--- config.mk ---
export PLATFORM = sky130hd
export DESIGN_NAME = mux_rr_arbiter
export DESIGN_NICKNAME = d
export VERILOG_FILES = /design/src/rtl/mux_arb_pkg.sv /design/src/rtl/rr_pick.sv /design/src/rtl/mux_rr_arbiter.sv
export SDC_FILE = /design/constraint.sdc
export NUM_CORES = 1
export LEC_CHECK = 0
export CAP_MARGIN = 30
export CORE_MARGIN = 2
export CORE_UTILIZATION = 59
export CTS_BUF_LIST = sky130_fd_sc_hd__clkbuf_4 sky130_fd_sc_hd__clkbuf_8
export CTS_CLUSTER_DIAMETER = 80
export CTS_CLUSTER_SIZE = 20
export DETAILED_ROUTE_END_ITERATION = 16
export PLACE_DENSITY = 0.82
export SYNTH_ARGS = -nofsm -noshare
export SYNTH_HDL_FRONTEND = slang
export SYNTH_HIERARCHICAL = 1
export SYNTH_SLANG_ARGS = --single-unit
--- constraint.sdc ---
create_clock -name clk -period 6.1 [get_ports clk]
set_input_delay 1.83 -clock clk [delete_from_list [all_inputs] [get_ports clk]]
set_output_delay 1.83 -clock clk [all_outputs]
set_load 0.05 [all_outputs]
--- src/rtl/mux_arb_pkg.sv ---
// mux_arb_pkg: shared sizes and FSM state type for the mux round-robin arbiter
package mux_arb_pkg;
  localparam int N = 16;
  localparam int SELW = 4;
  typedef enum logic [1:0] {IDLE, GRANT, GAP} arb_state_t;
endpackage

--- src/rtl/rr_pick.sv ---
// rr_pick: rotating-priority encoder, first set req bit at or above base with wrap
module rr_pick
  import mux_arb_pkg::*;
(
  input  logic [N-1:0]    req,
  input  logic [SELW-1:0] base,
  output logic            any,
  output logic [SELW-1:0] idx
);
  logic [SELW-1:0] j;
  // scan offsets from farthest to nearest so the nearest set bit wins
  always_comb begin
    any = 1'b0;
    idx = base;
    j = base;
    for (int i = N - 1; i >= 0; i--) begin
      j = base + SELW'(i);
      if (req[j]) begin
        any = 1'b1;
        idx = j;
      end
    end
  end
endmodule

--- src/rtl/mux_rr_arbiter.sv ---
// mux_rr_arbiter: round-robin owner of the 16:1 mux select; MUX_ARB_HOLD_LIMIT_EN enables the hold limit
module mux_rr_arbiter
  import mux_arb_pkg::*;
#(
  parameter int MAX_HOLD = 8
) (
  input  logic            clk,
  input  logic            rst,
  input  logic [N-1:0]    req,
  input  logic            done,
  output logic [SELW-1:0] select,
  output logic [N-1:0]    grant,
  output logic            valid,
  output logic            timeout
);
  arb_state_t state, state_n;
  logic [SELW-1:0] ptr, pick_idx;
  logic pick_any, rel, expire;
  if (MAX_HOLD < 1 || MAX_HOLD > 255) begin : g_bad_hold
    $error("MAX_HOLD must be within 1..255");
  end
  rr_pick u_pick (.req(req), .base(ptr), .any(pick_any), .idx(pick_idx));
  assign rel = done || !req[select];
`ifdef MUX_ARB_HOLD_LIMIT_EN
  logic [7:0] hold_cnt;
  assign expire = hold_cnt == 8'(MAX_HOLD);
  // count cycles of the current grant, saturating at the limit
  always_ff @(posedge clk or posedge rst) begin
    if (rst) hold_cnt <= '0;
    else if (state == IDLE && pick_any) hold_cnt <= 8'd1;
    else if (state == GRANT && !rel && !expire) hold_cnt <= hold_cnt + 8'd1;
  end
`else
  assign expire = 1'b0;
`endif
  // state register
  always_ff @(posedge clk or posedge rst) begin
    if (rst) state <= IDLE;
    else state <= state_n;
  end
  // next state: arbitrate in IDLE, hold until release, one GAP cycle between owners
  always_comb begin
    state_n = state == IDLE  ? (pick_any ? GRANT : IDLE) :
              state == GRANT ? ((rel || expire) ? GAP : GRANT) : IDLE;
  end
  // registered outputs and round-robin pointer
  always_ff @(posedge clk or posedge rst) begin
    if (rst) begin
      select  <= '0;
      grant   <= '0;
      valid   <= 1'b0;
      timeout <= 1'b0;
      ptr     <= '0;
    end else begin
      timeout <= state == GRANT && !rel && expire;
      if (state == IDLE && pick_any) begin
        select <= pick_idx;
        grant  <= N'(1) << pick_idx;
        valid  <= 1'b1;
      end else if (state == GRANT && (rel || expire)) begin
        grant <= '0;
        valid <= 1'b0;
        ptr   <= select + SELW'(1);
      end
    end
  end
endmodule

== Word level (Yosys, flattened, before mapping) ==
Index checks and enable logic that the tools add are counted.

* Bits in registers: 27
* Output and inout port bits: 22
* Word-level logic and storage cells: 122

* Add/sub/neg operators: 16
* Magnitude comparators: 17
* Eq/ne operators: 1
* Shifts and indexed selects: 1
* Muxes and demuxes: 74
* Bitwise gates (word level): 1
* Reductions and logical operators: 7

{| class="wikitable"
|+ Operators by type and width
! operator !! count
|-
| < comparator 4 x 5 -> 1 bit, second input constant || 17
|-
| binary-select mux 1 bit (select 4 bit) || 17
|-
| 2-to-1 mux 4 bit || 16
|-
| 2-to-1 mux 1 bit || 36
|-
| adder 4 bit, second input constant || 8
|-
| 2-to-1 mux 16 bit || 2
|-
| adder 4 x 3 -> 4 bit, second input constant || 4
|-
| << shifter 1 x 4 -> 16 bit, first input constant || 1
|-
| adder 4 x 1 -> 4 bit, second input constant || 2
|-
| adder 4 x 2 -> 4 bit, second input constant || 2
|-
| 2-to-1 mux 2 bit || 3
|-
| equality test 2 x 1 -> 1 bit, second input constant || 1
|-
| logical AND 1 bit || 2
|-
| zero test 2 bit || 1
|-
| AND reduction 2 bit || 1
|-
| nonzero test 2 bit || 1
|-
| zero test 1 bit || 1
|-
| logical OR 1 bit || 1
|-
| NOT 1 bit || 1
|}

== Longest topological paths before layout ==
Gate-level depths: netlist of the first run.

* Depth in word-level cells: 22
* Mapped depth: 20
* Gate-level depth less buffers: 14

== Modules after synthesis ==
Netlist of the first run, hierarchy kept.

{| class="wikitable"
|+ Modules (own cells, without submodules)
! module !! instances !! cells each !! area each (um^2)
|-
| rr_pick || 1 || 244 || 2193.4
|-
| mux_rr_arbiter || 1 || 149 || 1417.6
|}

== Worst setup path before layout of the first run ==
Ideal clock, no wire load.

* Path kind: input to register
* Start point: in req[15]
* End point: reg grant[10]
* Arrival time: 4.729 ns
* Required time: 6.017 ns
* Path slack: 1.288 ns
* Stages: 10
* Buffers on the path: 1
* Cells stage by stage: mux4_1 mux4_2 inv_1 nand2_1 nor4_1 nand3_1 o21bai_1 dlygate4sd3_1 a21oi_1 o21ai_0

* Longest elaborated chain between the ends: 20
* Elaborated cells between the ends (all ways): 73

{| class="wikitable"
|+ Ends and longest elaborated chain
! item !! line !! source
|-
| from (decl) || mux_rr_arbiter.sv:9 || <nowiki>input logic [N-1:0] req,</nowiki>
|-
| binary-select mux 1 bit (select 4 bit) || rr_pick.sv:18 || <nowiki>if (req[j]) begin</nowiki>
|-
| 2-to-1 mux 1 bit (not written as such) || rr_pick.sv:18 ||
|-
| 2-to-1 mux 1 bit (15 in series) || rr_pick.sv:18 ||
|-
| 2-to-1 mux 1 bit * || rr_pick.sv:18 ||
|-
| named net pick_any || mux_rr_arbiter.sv:18 || <nowiki>logic pick_any, rel, expire;</nowiki>
|-
| logical AND 1 bit * || mux_rr_arbiter.sv:56 || <nowiki>if (state == IDLE && pick_any) begin</nowiki>
|-
| 2-to-1 mux 16 bit or nonzero test 2 bit (tied branches) || - ||
|-
| to (signal assigned) || mux_rr_arbiter.sv:58 || <nowiki>grant <= N'(1) << pick_idx;</nowiki>
|-
| to (decl) || mux_rr_arbiter.sv:12 || <nowiki>output logic [N-1:0] grant,</nowiki>
|}

Mark *: on every way through the listed nets, which the timed path passes. The rest lies on a longest branch. The select of a mux whose other input is x is not followed.
A chain may end at the register's enable or synchronous reset.

== Worst setup path after layout of the first run ==
* Start point: in req[15]
* End point: reg grant[0]

* Longest elaborated chain between the ends: 20
* Elaborated cells between the ends (all ways): 73

{| class="wikitable"
|+ Ends and longest elaborated chain
! item !! line !! source
|-
| binary-select mux 1 bit (select 4 bit) || rr_pick.sv:18 ||
|-
| 2-to-1 mux 1 bit (not written as such) || rr_pick.sv:18 ||
|-
| 2-to-1 mux 4 bit (15 in series) || rr_pick.sv:18 ||
|-
| 2-to-1 mux 4 bit * || rr_pick.sv:18 ||
|-
| named net pick_idx[3] || mux_rr_arbiter.sv:17 || <nowiki>logic [SELW-1:0] ptr, pick_idx;</nowiki>
|-
| << shifter 1 x 4 -> 16 bit * || mux_rr_arbiter.sv:58 ||
|-
| 2-to-1 mux 16 bit * || mux_rr_arbiter.sv:56 ||
|}

Marked as above.

==> results of run 1 <==
-- routing by layer --
metal  up-vias  track usage [%]
met5         -                0
met4         0             10.5
met3        47             3.70
met2       232             51.8
met1      1660             43.2
li1       1583                -
-- critical path, stage by stage --
cell and delay (ns):
clkdlybuf4s50_1 0.53, mux4_1 0.69, mux2i_1 0.29, o22ai_1 0.16, a2111oi_0 0.52, a21boi_0 0.24
a211o_1 0.14, nor4b_1 0.21, o21ai_0 0.30, or3_1 0.50, nor3_1 0.15, a21oi_1 0.05
o21ai_0 0.07
-- sequential cells by signal (all words and copies together) (netlist names) --
signal / flops
grant: 16
valid: 1
state: 2
ptr: 4
select: 4
-- cells by family after synthesis --
kind of cell             share of synthesized area [%]
XOR/XNOR                                          3.81
other                                            0.104
adder cells (fa/ha/maj)                           2.77
flip-flops                                        18.7
buffers and inverters                             5.02
AND/OR/NAND/NOR                                   17.6
multiplexers                                      32.7
AO/OA/AOI/OAI                                     19.2
-- worst min-delay path by stage --
stage	to	slack, ns	depth (start not counted)
2_1_floorplan	ptr[2]	0.51	1
3_3_place_gp	valid	0.49	2
3_5_place_dp	valid	0.50	2
4_1_cts	valid	0.52	2
5_1_grt	grant[11]	0.56	2
6_report	valid	0.52	2
-- layout make-up --
class                   count  area (sq um)
flip-flops and latches     27           676
well taps                  75          93.8
clock inverters             1          5.00
repair buffers             49           485
inverters                  14          52.6
fillers                   470          1810
clock buffers               3          41.3
multi-input cells         332          2750
-- placed cells by master (no fill, tap or decap), drive strengths merged, types with 4 or more instances in the layout --
cell type      Yosys  final
a21oi             30     30
o211ai             5      5
clkdlybuf4s50      0     39
mux2              16     16
nand2             50     50
nand3b             4      4
buf               12     10
nor2              32     32
nor3               7      7
o22ai              6      6
a211oi             4      4
nand3              7      7
mux4              31     31
xnor2             11     11
nand2b             9      9
ha                 8      8
o21ai             28     28
mux2i             27     27
inv               13     13
dfrtp             27     27
-- through the flow --
| stage | setup slack, ns | cells | utilization [%] | hold WS [ns] |
|---|---|---|---|---|
| finish | 0.596 | 501 | 69.4 | 0.522 |
| CTS | 0.716 | 501 | 69.4 | 0.523 |
| global placement | 0.537 | 496 | 68.1 | 0.489 |
| floorplan | 1.29 | 393 | - | 0.506 |
| detailed placement | 0.466 | 497 | 68.6 | 0.496 |
| global route | 0.258 | 501 | 69.4 | 0.557 |
==> qor.txt, run 1 <==
status -> finished, final reports clean
clk_skew -> 0.000991 ns
Num CTS Buffers -> 3
mean post-synth cell area -> 9.19 sq um
Placed Area -> 4060 sq um
DRC Markers -> 0
sequential area share after synthesis -> 18.7%
DIE HEIGHT -> 82.2 um
wl on met1 -> 4190 um
EDFF count, synth -> 0
CP required -> 6.29 ns
Final Setup Violations -> 0
Routed Antenna Nets -> 0
clk_lat worst skew -> 0.27 ns
nets -> 454
reg2reg path depth -> 14
FF+latch count, synth -> 27
fin crit share -> 90.2%
post-synth top area share -> 18.7%
GP Congestion -> 0.916
area of the core -> 5920 sq um
total number of vias -> 3522
syn_nets -> 420
antenna violations before repair -> 0
routed wl met2 -> 5010 um
crit path DAT -> 5.69 ns
CTS Buffer Depth -> 2
top_reg_cell synth -> dfrtp_1
CTS sink cnt -> 27
largest net degree at the start of global routing -> 25
design area -> 4110 sq um
Initial DRC Count -> 349
max frequency -> 182 MHz
number of global-route vias before repair -> 3289
Total Wirelength -> 10500 um
Post-Route Setup TNS -> 0 ns
Gate Count Post-Synth -> 393
first-pass GRT wire length -> 16400 um
DR vias/cell -> 7.03
Netlist cell types -> 73
H-tree levels -> 1
clk root buf -> clkbuf_8
Yosys top cell by area -> dfrtp_1
Reg2Reg Setup Slack -> 1.14 ns
CTS tree -> yes
worst-margin pin slew -> 1.02 ns
DR top layer -> met4
Resized Gates After CTS -> 0
Cell Area, Synth -> 3610 sq um
count leader, synth -> nand2_1
worst reg2reg endpoint -> grant[0]
Final Hold Fails -> 0
Slew Viols, Final -> 0
unrepaired setup endpoints after global routing -> no
DR WL/cell -> 20.9 um
startpoint types -> primary input
port bufs -> 39
# Post-CTS Setup Buffers -> 0
total track usage -> 31.5%
antenna cells -> 0
Post-synth top cells -> nand2_1, nor2_1, a21oi_1
maxcap violations -> 0
growth of design area from synthesis to finish -> 13.8%
layout cell share with drive strength beyond 1 -> 14.1%
# hold bufs at CTS -> 0
worst reg2reg path startpoint -> ptr[0]
Pre-antenna DRT Iters -> 5
HP Class -> reg2reg
Final min period -> 5.50 ns
Slew headroom -> 31.5%
grt ovf -> 0
Die ar. -> 6760 sq um
largest cells by area after synthesis -> dfrtp_1, mux4_2, mux2i_1
metal3 WL -> 917 um
Worst Setup SP -> req[15]
Setup CP Type -> in2reg
Starting Density -> 61.0%
DP Wirelength -> 7660 um
FP Rows -> 28
I/O pins -> 41
Critical Path End -> grant[0]
Ys Warns -> 6
Post-synth ARST share -> 100%
Worst setup EP type -> flip-flop
die span in x -> 82.2 um
Worst-path clk slew -> 0.09 ns
CP max FO -> 7
critical hold path startpoint -> valid
Power of run 1 is not shown: default switching activity piles up to over one toggle a cycle in this logic, so the estimate is an artifact.
==> run 2, diff against run 1 <==
MAX_ROUTING_LAYER = met4   (was not set)
==> qor.txt, run 2 (synthesized netlist as in run 1, its figures left out) <==
total number of vias -> 3534 (+0.34%)
DIE HEIGHT -> 82.2 um (unchanged)
Initial DRC Count -> 351 (+0.57%)
DR WL/cell -> 21.0 um (+0.68%)
Reg2Reg Setup Slack -> 1.12 ns (-0.02 ns)
largest net degree at the start of global routing -> 25 (unchanged)
I/O pins -> 41 (unchanged)
worst reg2reg path startpoint -> ptr[0]
Starting Density -> 61.0% (unchanged)
clk_skew -> 0.00487 ns (+0.00388 ns)
# Post-CTS Setup Buffers -> 0 (unchanged)
Slew headroom -> 35.3% (+3.8 points)
max reg flops -> 16 (unchanged)
FP Rows -> 28 (unchanged)
layout cell share with drive strength beyond 1 -> 13.9% (-0.20 points)
total track usage -> 33.8% (+2.4 points)
crit path DAT -> 5.75 ns (+0.06 ns)
antenna cells -> 0 (unchanged)
nets -> 453 (-0.22%)
status -> finished, final reports clean
HP Class -> reg2reg
CP required -> 6.29 ns (about the same)
Post-Route Setup TNS -> 0 ns (unchanged)
Routed Antenna Nets -> 0 (unchanged)
Num CTS Buffers -> 3 (unchanged)
CTS Buffer Depth -> 2 (unchanged)
# hold bufs at CTS -> 0 (unchanged)
Pre-antenna DRT Iters -> 6 (+1)
Setup CP Type -> in2reg
startpoint types -> primary input
antenna violations before repair -> 0 (unchanged)
DP Worst Slack -> 0.420 ns (-0.0456 ns)
maxcap violations -> 0 (unchanged)
post-route worst setup slack -> 0.539 ns (-0.0574 ns)
grt ovf -> 0 (unchanged)
unrepaired setup endpoints after global routing -> no
clk root buf -> clkbuf_8
most frequent cells in the layout -> nand2_1, clkdlybuf4s50_1, nor2_1, a21oi_1
Slew Viols, Final -> 0 (unchanged)
worst reg2reg endpoint -> grant[9]
fin crit share -> 91.2% (+0.94 points)
commonest non-fill, non-tap cell in the layout -> nand2_1
Final Setup Violations -> 0 (unchanged)
CP max FO -> 7 (unchanged)
CTS sink cnt -> 27 (unchanged)
Most flops, register -> grant
Final min period -> 5.56 ns (+0.0574 ns)
H-tree levels -> 1 (unchanged)
clk_lat worst skew -> 0.27 ns (about the same)
port bufs -> 39 (unchanged)
Total Wirelength -> 10500 um (+0.48%)
Largest regs -> grant x16, ptr x4, select x4
Final Hold Fails -> 0 (unchanged)
Worst setup EP type -> flip-flop
growth of design area from synthesis to finish -> 13.6%
GP Congestion -> 0.996 (+8.8%)
DRC Markers -> 0 (unchanged)
Resized Gates After CTS -> 0 (unchanged)
worst-margin pin slew -> 0.967 ns (-0.0569 ns)
number of global-route vias before repair -> 3339 (+1.5%)
DP Wirelength -> 7760 um (+1.2%)
Hold Slack -> 0.525 ns (+0.00289 ns)
critical hold path startpoint -> valid
Worst-path clk slew -> 0.08 ns (about the same)
area of the core -> 5920 sq um (unchanged)
max frequency -> 180 MHz (-1.0%)
first-pass GRT wire length -> 17100 um (+4.3%)
hold path depth -> 2 (unchanged)
Die ar. -> 6760 sq um (unchanged)
die span in x -> 82.2 um (unchanged)
reg2reg path depth -> 15 (+1)
DR vias/cell -> 7.07 (+0.54%)
Worst Hold Path EP -> valid
CTS tree -> yes
-- run 2: stage by stage --
stage                     instances  utilization, %  cell area (sq um)
after floorplan                 393               -               3610
after global placement          495            68.0               4030
after detailed placement        496            68.5               4050
after CTS                       500            69.3               4100
after global routing            500            69.3               4100
final                           500            69.3               4100
-- run 2: final cells by class --
cell class | count | area [sq um]
repair buffers | 48 | 478
multi-input cells | 332 | 2750
inverters | 14 | 52.6
well taps | 75 | 93.8
fillers | 461 | 1820
clock buffers | 4 | 48.8
flip-flops and latches | 27 | 676
-- run 2: worst max-delay path by stage --
stage             from  slack, ns        end  cells past startpoint
5_1_grt         req[9]       0.26   grant[4]                     13
6_report        req[9]       0.54   grant[4]                     13
2_1_floorplan  req[15]       1.29  grant[10]                     10
3_3_place_gp   req[15]       0.42   grant[0]                     13
4_1_cts        req[12]       0.65   grant[9]                     12
3_5_place_dp   req[12]       0.42   grant[9]                     12
-- run 2: per-layer routing --
metal,GRT usage [%],routed length (um),vias up
met3,2.61,759,22
met1,46.0,4450,1722
met5,-,0,-
met2,55.6,5130,208
li1,-,-,1582
met4,8.00,172,0
-- run 2: critical path, cell delays in order --
cell and delay (ns):
clkdlybuf4s50_1 0.54, mux4_2 0.50, mux2i_1 0.48, o22ai_1 0.22
a2111oi_0 0.50, a21boi_0 0.24, a211o_1 0.14, nor4b_1 0.20
o21ai_0 0.27, nand3b_1 0.35, nor3_1 0.32, a21oi_1 0.07
o21ai_0 0.08
Power of run 2 is left out for the same reason.
